===== config.mk =====
export PLATFORM = sky130hd
export DESIGN_NAME = decode_operand_stage
export DESIGN_NICKNAME = d
export VERILOG_FILES = /design/src/rtl/decode_operand_stage.sv
export SDC_FILE = /design/constraint.sdc
export NUM_CORES = 1
export LEC_CHECK = 0
export ABC_AREA = 1
export CAP_MARGIN = 5
export CORE_MARGIN = 1.5
export CORE_UTILIZATION = 39
export CTS_BUF_LIST = sky130_fd_sc_hd__clkbuf_16
export CTS_CLUSTER_SIZE = 28
export DETAILED_ROUTE_END_ITERATION = 7
export PLACE_DENSITY = 0.76
export SLEW_MARGIN = 10
export SYNTH_ARGS = -nofsm -noshare
export SYNTH_HDL_FRONTEND = slang
export SYNTH_SLANG_ARGS = --single-unit

===== constraint.sdc =====
create_clock -name clk -period 7 [get_ports clk]
set_clock_uncertainty 0.1 [all_clocks]
set_input_delay 0.7 -clock clk [delete_from_list [all_inputs] [get_ports clk]]
set_output_delay 0.7 -clock clk [all_outputs]
set_load 0.05 [all_outputs]

===== src/rtl/decode_operand_stage.sv =====
// =============================================================================
// Module      : decode_operand_stage
// Description : RV32I decode stage that issues register-unit reads, owns
//               register-unit port A (writeback writes take priority over rs1
//               reads) and presents a registered decoded bundle to execute.
//               Optional macro DECODE_WB_BYPASS_EN forwards writeback data
//               into captured and held operands.
// Revision    : 1.0 - initial release
// =============================================================================
`default_nettype none

module decode_operand_stage #(
    parameter int DATA_W = 32,
    parameter int REG_AW = 5
) (
    input  logic              clk,
    input  logic              rst,
    input  logic              in_valid,
    output logic              in_ready,
    input  logic [31:0]       in_instr,
    input  logic [31:0]       in_pc,
    input  logic              wb_valid,
    input  logic [REG_AW-1:0] wb_rd,
    input  logic [DATA_W-1:0] wb_data,
    output logic [REG_AW-1:0] rf_address_a,
    output logic [REG_AW-1:0] rf_address_b,
    output logic              rf_wren_a,
    output logic [DATA_W-1:0] rf_in_a,
    input  logic [DATA_W-1:0] rf_out_a,
    input  logic [DATA_W-1:0] rf_out_b,
    output logic              out_valid,
    input  logic              out_ready,
    output logic [31:0]       out_pc,
    output logic [DATA_W-1:0] out_imm,
    output logic [DATA_W-1:0] out_rs1_val,
    output logic [DATA_W-1:0] out_rs2_val,
    output logic [6:0]        out_opcode,
    output logic [2:0]        out_funct3,
    output logic [6:0]        out_funct7,
    output logic [4:0]        out_rd,
    output logic              out_illegal
);

    localparam logic [1:0] c_IDLE  = 2'd0;
    localparam logic [1:0] c_ISSUE = 2'd1;
    localparam logic [1:0] c_WAIT  = 2'd2;
    localparam logic [1:0] c_VALID = 2'd3;

    localparam logic [6:0] c_OP_IMM    = 7'b0010011;
    localparam logic [6:0] c_OP_LOAD   = 7'b0000011;
    localparam logic [6:0] c_OP_JALR   = 7'b1100111;
    localparam logic [6:0] c_OP_SYSTEM = 7'b1110011;
    localparam logic [6:0] c_OP_STORE  = 7'b0100011;
    localparam logic [6:0] c_OP_BRANCH = 7'b1100011;
    localparam logic [6:0] c_OP_LUI    = 7'b0110111;
    localparam logic [6:0] c_OP_AUIPC  = 7'b0010111;
    localparam logic [6:0] c_OP_JAL    = 7'b1101111;
    localparam logic [6:0] c_OP_REG    = 7'b0110011;

    logic [1:0]         r_state;
    logic [31:0]        r_instr;
    logic [31:0]        r_pc;
    logic [31:0]        r_out_pc;
    logic [DATA_W-1:0]  r_out_imm;
    logic [DATA_W-1:0]  r_out_rs1;
    logic [DATA_W-1:0]  r_out_rs2;
    logic [6:0]         r_out_opcode;
    logic [2:0]         r_out_funct3;
    logic [6:0]         r_out_funct7;
    logic [4:0]         r_out_rd;
    logic               r_out_illegal;

    logic [6:0]         w_opcode;
    logic [REG_AW-1:0]  w_rs1;
    logic [REG_AW-1:0]  w_rs2;
    logic signed [31:0] w_imm32;
    logic               w_illegal;
    logic               w_wb_write;
    logic               w_byp_rs1;
    logic               w_byp_rs2;
    logic               w_accept;

    assign w_opcode   = r_instr[6:0];
    assign w_rs1      = REG_AW'(r_instr[19:15]);
    assign w_rs2      = REG_AW'(r_instr[24:20]);
    assign w_wb_write = wb_valid && (wb_rd != '0);

    // Writeback always wins port A; a write to x0 is suppressed entirely.
    assign rf_wren_a    = w_wb_write;
    assign rf_in_a      = wb_data;
    assign rf_address_a = wb_valid ? wb_rd : w_rs1;
    assign rf_address_b = w_rs2;

`ifdef DECODE_WB_BYPASS_EN
    assign w_byp_rs1 = w_wb_write && (wb_rd == w_rs1);
    assign w_byp_rs2 = w_wb_write && (wb_rd == w_rs2);
`else
    assign w_byp_rs1 = 1'b0;
    assign w_byp_rs2 = 1'b0;
`endif

    assign in_ready  = (r_state == c_IDLE) || ((r_state == c_VALID) && out_ready);
    assign w_accept  = in_ready && in_valid;
    assign out_valid = (r_state == c_VALID);

    always_comb begin
        w_imm32   = '0;
        w_illegal = 1'b0;
        case (w_opcode)
            c_OP_IMM, c_OP_LOAD, c_OP_JALR, c_OP_SYSTEM:
                w_imm32 = {{20{r_instr[31]}}, r_instr[31:20]};
            c_OP_STORE:
                w_imm32 = {{20{r_instr[31]}}, r_instr[31:25], r_instr[11:7]};
            c_OP_BRANCH:
                w_imm32 = {{19{r_instr[31]}}, r_instr[31], r_instr[7],
                           r_instr[30:25], r_instr[11:8], 1'b0};
            c_OP_LUI, c_OP_AUIPC:
                w_imm32 = {r_instr[31:12], 12'b0};
            c_OP_JAL:
                w_imm32 = {{11{r_instr[31]}}, r_instr[31], r_instr[19:12],
                           r_instr[20], r_instr[30:21], 1'b0};
            c_OP_REG:
                w_imm32 = '0;
            default:
                w_illegal = 1'b1;
        endcase
    end

    always_ff @(posedge clk or posedge rst) begin
        if (rst) begin
            r_state       <= c_IDLE;
            r_instr       <= '0;
            r_pc          <= '0;
            r_out_pc      <= '0;
            r_out_imm     <= '0;
            r_out_rs1     <= '0;
            r_out_rs2     <= '0;
            r_out_opcode  <= '0;
            r_out_funct3  <= '0;
            r_out_funct7  <= '0;
            r_out_rd      <= '0;
            r_out_illegal <= 1'b0;
        end else begin
            if (w_accept) begin
                r_instr <= in_instr;
                r_pc    <= in_pc;
            end
            case (r_state)
                c_IDLE: begin
                    if (in_valid) r_state <= c_ISSUE;
                end
                c_ISSUE: begin
                    // Port A is busy with a writeback; the rs1 read must wait.
                    if (!wb_valid) r_state <= c_WAIT;
                end
                c_WAIT: begin
                    r_out_pc      <= r_pc;
                    r_out_imm     <= DATA_W'(w_imm32);
                    r_out_rs1     <= w_byp_rs1 ? wb_data : rf_out_a;
                    r_out_rs2     <= w_byp_rs2 ? wb_data : rf_out_b;
                    r_out_opcode  <= w_opcode;
                    r_out_funct3  <= r_instr[14:12];
                    r_out_funct7  <= r_instr[31:25];
                    r_out_rd      <= r_instr[11:7];
                    r_out_illegal <= w_illegal;
                    r_state       <= c_VALID;
                end
                c_VALID: begin
                    if (w_byp_rs1) r_out_rs1 <= wb_data;
                    if (w_byp_rs2) r_out_rs2 <= wb_data;
                    if (out_ready) r_state <= in_valid ? c_ISSUE : c_IDLE;
                end
                default: r_state <= c_IDLE;
            endcase
        end
    end

    assign out_pc      = r_out_pc;
    assign out_imm     = r_out_imm;
    assign out_rs1_val = r_out_rs1;
    assign out_rs2_val = r_out_rs2;
    assign out_opcode  = r_out_opcode;
    assign out_funct3  = r_out_funct3;
    assign out_funct7  = r_out_funct7;
    assign out_rd      = r_out_rd;
    assign out_illegal = r_out_illegal;

endmodule

`default_nettype wire


# --- Yosys cells after proc, flatten, opt, wreduce, memory -nomap -nowiden ---
# Cells that the tools add are included.
totals:
  out_inout_bits: 196
  inputBits: 170
  regBits: 217
classes:
  n_eq_ne: 16
  muxes: 8
  reduce_logical: 10
op_table:
  columns: ["cell", "count"]
  rows:
  - ["$pmux W32 S5", 1]
  - ["$eq A7 B7 Y1 const B", 4]
  - ["$eq A7 B6 Y1 const B", 3]
  - ["$eq A7 B5 Y1 const B", 2]
  - ["$reduce_or A10 Y1", 1]
  - ["$pmux W2 S4", 1]
  - ["$eq A7 B2 Y1 const B", 1]
  - ["$mux W2", 3]
  - ["$mux W5", 1]
  - ["$reduce_bool A5 Y1", 1]
  - ["$eq A2 B2 Y1 const B", 2]
  - ["$ne A2 B2 Y1 const B", 2]
  - ["$reduce_or A4 Y1", 1]
  - ["$logic_and A1 B1 Y1", 3]
  - ["$reduce_and A3 Y1", 1]
  - ["$eq A2 B1 Y1 const B", 1]
  - ["$logic_not A2 Y1", 1]
  - ["$mux W1", 2]
  - ["$ne A2 B1 Y1 const B", 1]
  - ["$reduce_or A2 Y1", 1]
  - ["$logic_or A1 B1 Y1", 1]

# --- Longest topological paths before layout ---
depth:
  word_depth: 4
  depth_mapped: 10
  mapped_depth_nobuf: 9

# --- Least setup slack after synthesis ---
# No wires, ideal clock.
synth_timing:
  path_kind: "input to output"
  startpoint: "input port wb_valid"
  endpoint: "output port rf_address_a[0]"
  t_arrival_ns: 1.994
  n_path_buf: 1
  required_ns: 6.200
  cell_stages: 2
  slack_ns: 4.206
  path_cell_list: "clkbuf_1 > o21ai_0"
synth_via:
  elab_chain_len: 1
synth_lines:
  columns: ["element", "line", "text"]
  rows:
  - ["start: declaration", "22", "input logic wb_valid,"]
  - ["$mux W5", "91", "assign rf_address_a = wb_valid ? wb_rd : w_rs1;"]
  - ["end: declaration", "25", "output logic [REG_AW-1:0] rf_address_a,"]
# Every way passes these cells.

# --- Final worst setup path ---
layout_timing:
  startpoint: "input port wb_valid"
  endpoint: "output port rf_wren_a"
layout_via:
  elab_chain_len: 1
layout_lines:
  columns: ["element", "line", "text"]
  rows:
  - ["$logic_and A1 B1 Y1", "86", "assign w_wb_write = wb_valid && (wb_rd != '0);"]
  - ["end: declaration", "27", "output logic rf_wren_a,"]
# Every way passes these cells.

==> run metrics <==
status=completed; gr ovfl total=0; Synth cell types=28; Area Growth Syn to Fin=41.6%; TritonCTS clock tree=yes; largest net degree at the start of global routing=140; startpoint class of the critical path=input pin; Clock transition at path regs=60 ps; post-cts gate resize count=0; achievable frequency=0.314 GHz; final hold vios=0; post-synthesis net count=1152; H-tree Lvls=1; hold path depth=2; DRC Markers=0; row count=55; nets=1400; Total Wirelength=24700 µm; DR iter-0 viols=304; commonest non-fill, non-tap cells in the layout=nand2_1 (492), clkdlybuf4s50_1 (301), dfrtp_1 (217), mux2_2 (43), inv_1 (27); area of the core=22800 µm²; Leakage=0.00637 µW; R2R setup slack=4370 ps; Least-Margin Pin Slew=1030 ps; initial core utilization=0.399; RSZ-0062 raised after global routing=no; I/O Buffers=301; wire per inst=15.9 µm; Mapped Area=9090 µm²; period utilisation layout=0.455; min Tclk post-route=3190 ps; reg2reg end=out_imm[10]; Critical Path AT=2390 ps; first-pass GRT wire length=38100 µm; Syn Inst Count=977; Die Area=24200 µm²; PwrDens=559 nW/µm²; routed via count=7199; Slew Limit Fails=0; Worst Setup SP=wb_valid; VDD IR max=526 µV; final setup vio count=0; Root Buffer=clkbuf_16; routability cong.=0.809; final core occ=0.565; CTS buffer count=24; total I/O pin count=366; crit path capture=rf_wren_a; Die Wd=156 µm; reg2reg start=r_state[0]; share of layout cells above drive strength 1=0.0895; antenna violations before repair=0; Hold WC Path Type=register to register; maximum root-to-sink buffer count=3; setup TNS=0 ps; Cell Area, Placed=12100 µm²; Seq/Total Area, Yosys=0.597; Yosys reg bits=217; # hold bufs at CTS=0; maximum fanout along the worst path=12; post-DP HPWL=17000 µm; Die Y=156 µm; Synth Area per Inst=9.31 µm²; depth of the most critical reg-to-reg path=6; Post-DRT Antenna Nets=0; Crit Path Category=input pin to primary output; most common cell after layout, fill and taps aside=nand2_1; CP Data Required Time=6200 ps; max_cap viols=0; iteration count of the initial detailed-routing pass=6; GR Util All Layers=0.200; synth warn=0; fin area=12900 µm²; Clock Latency Late Sink=510 ps; number of global-route vias before repair=7088; Vias per Instance=4.64; clock sinks=217; fillers=1995; n_diodes=0; Post-CTS Setup Bufs=0; slew margin rel.=0.316; CP endpoint kind=primary output
==> layer usage <==
metal,track usage,share of wire
met5,0,0
met4,0.0612,0.030
met3,0.0633,0.087
met1,0.235,0.39
met2,0.348,0.49
==> stage by stage <==
stage               std cells  setup slack [ps]  total power (µW)  hold slack [ps]
CTS                      1553              3810              7270              370
detailed placement       1512              3810              5950              356
global route             1553              3700              7590              387
global placement         1512              3850              5880              352
floorplan                 977               264              4730              344
finish                   1553              3810              7190              366
==> synthesized netlist by cell type <==
library cell | n | share of area
nand2_1 | 492 | 0.20
dfrtp_1 | 217 | 0.60
mux2_2 | 43 | 0.053
buf_4 | 37 | 0.031
inv_1 | 26 | 0.011
clkbuf_1 | 25 | 0.010
nand3_1 | 20 | 0.011
buf_2 | 17 | 0.0094
nor2_1 | 16 | 0.0066
a21oi_1 | 14 | 0.0077
nand2_2 | 13 | 0.0089
mux2_1 | 12 | 0.015
o21ai_0 | 10 | 0.0055
o21ai_1 | 6 | 0.0033
ha_1 | 5 | 0.0069
inv_2 | 5 | 0.0021
nand2_4 | 4 | 0.0050
buf_1 | 3 | 0.0012
nor2_2 | 2 | 0.0014
nor2_4 | 2 | 0.0025
a21boi_0 | 1 | 0.00083
buf_6 | 1 | 0.0012
nand3_2 | 1 | 0.0011
nand4_1 | 1 | 0.00069
nor2_8 | 1 | 0.0022
o211ai_1 | 1 | 0.00083
o22ai_1 | 1 | 0.00069
o41ai_1 | 1 | 0.00096
==> worst max-delay path, stage by stage <==
cell             delay [ps]
clkdlybuf4s50_1         670
o41ai_1                 130
inv_1                    70
clkdlybuf4s50_1         810
==> worst min path at each step <==
stage                               start              end  slack (ps)
final                           out_pc[9]        out_pc[9]         370
after global routing      out_rs1_val[21]  out_rs1_val[21]         390
after CTS                         r_pc[2]        out_pc[2]         370
after detailed placement          r_pc[2]        out_pc[2]         360
after global placement         out_pc[22]       out_pc[22]         350
after floorplan                  r_pc[10]       out_pc[10]         340
==> layout make-up <==
class / instances / area (µm²) / share of cell area
Inverter: 31 / 126 / 0.00981
Tap cell: 313 / 392 / 0.0304
Timing Repair Buffer: 305 / 3040 / 0.236
Sequential cell: 217 / 5430 / 0.422
Multi-Input combinational cell: 646 / 3080 / 0.240
Clock buffer: 25 / 626 / 0.0486
Clock inverter: 16 / 175 / 0.0136
==> flip-flops by register name, indices dropped and copies added (netlist names) <==
| name | count |
|---|---|
| out_opcode | 7 |
| r_instr | 32 |
| r_pc | 32 |
| out_funct3 | 3 |
| out_funct7 | 7 |
| out_imm | 32 |
| out_illegal | 1 |
| out_rs2_val | 32 |
| out_pc | 32 |
| r_state | 2 |
| out_rs1_val | 32 |
| out_rd | 5 |
==> logic make-up (layout without fill, tap and decap cells) <==
| logic type | after synthesis | count (layout) | synth area share |
|---|---|---|---|
| AO/OA/AOI/OAI | 34 | 34 | 0.0198 |
| multiplexers | 55 | 55 | 0.0681 |
| AND/OR/NAND/NOR | 552 | 552 | 0.242 |
| buffers and inverters | 114 | 377 | 0.0655 |
| adder cells (fa/ha/maj) | 5 | 5 | 0.00688 |
| flip-flops | 217 | 217 | 0.597 |
==> where the power goes <==
part	total, µW	internal (µW)	switching (µW)
sequential	2200	1840	364
combinational	3700	1190	2510
clock	1290	787	501
total	7190	3820	3380
Power figures use the tool's default switching activity.
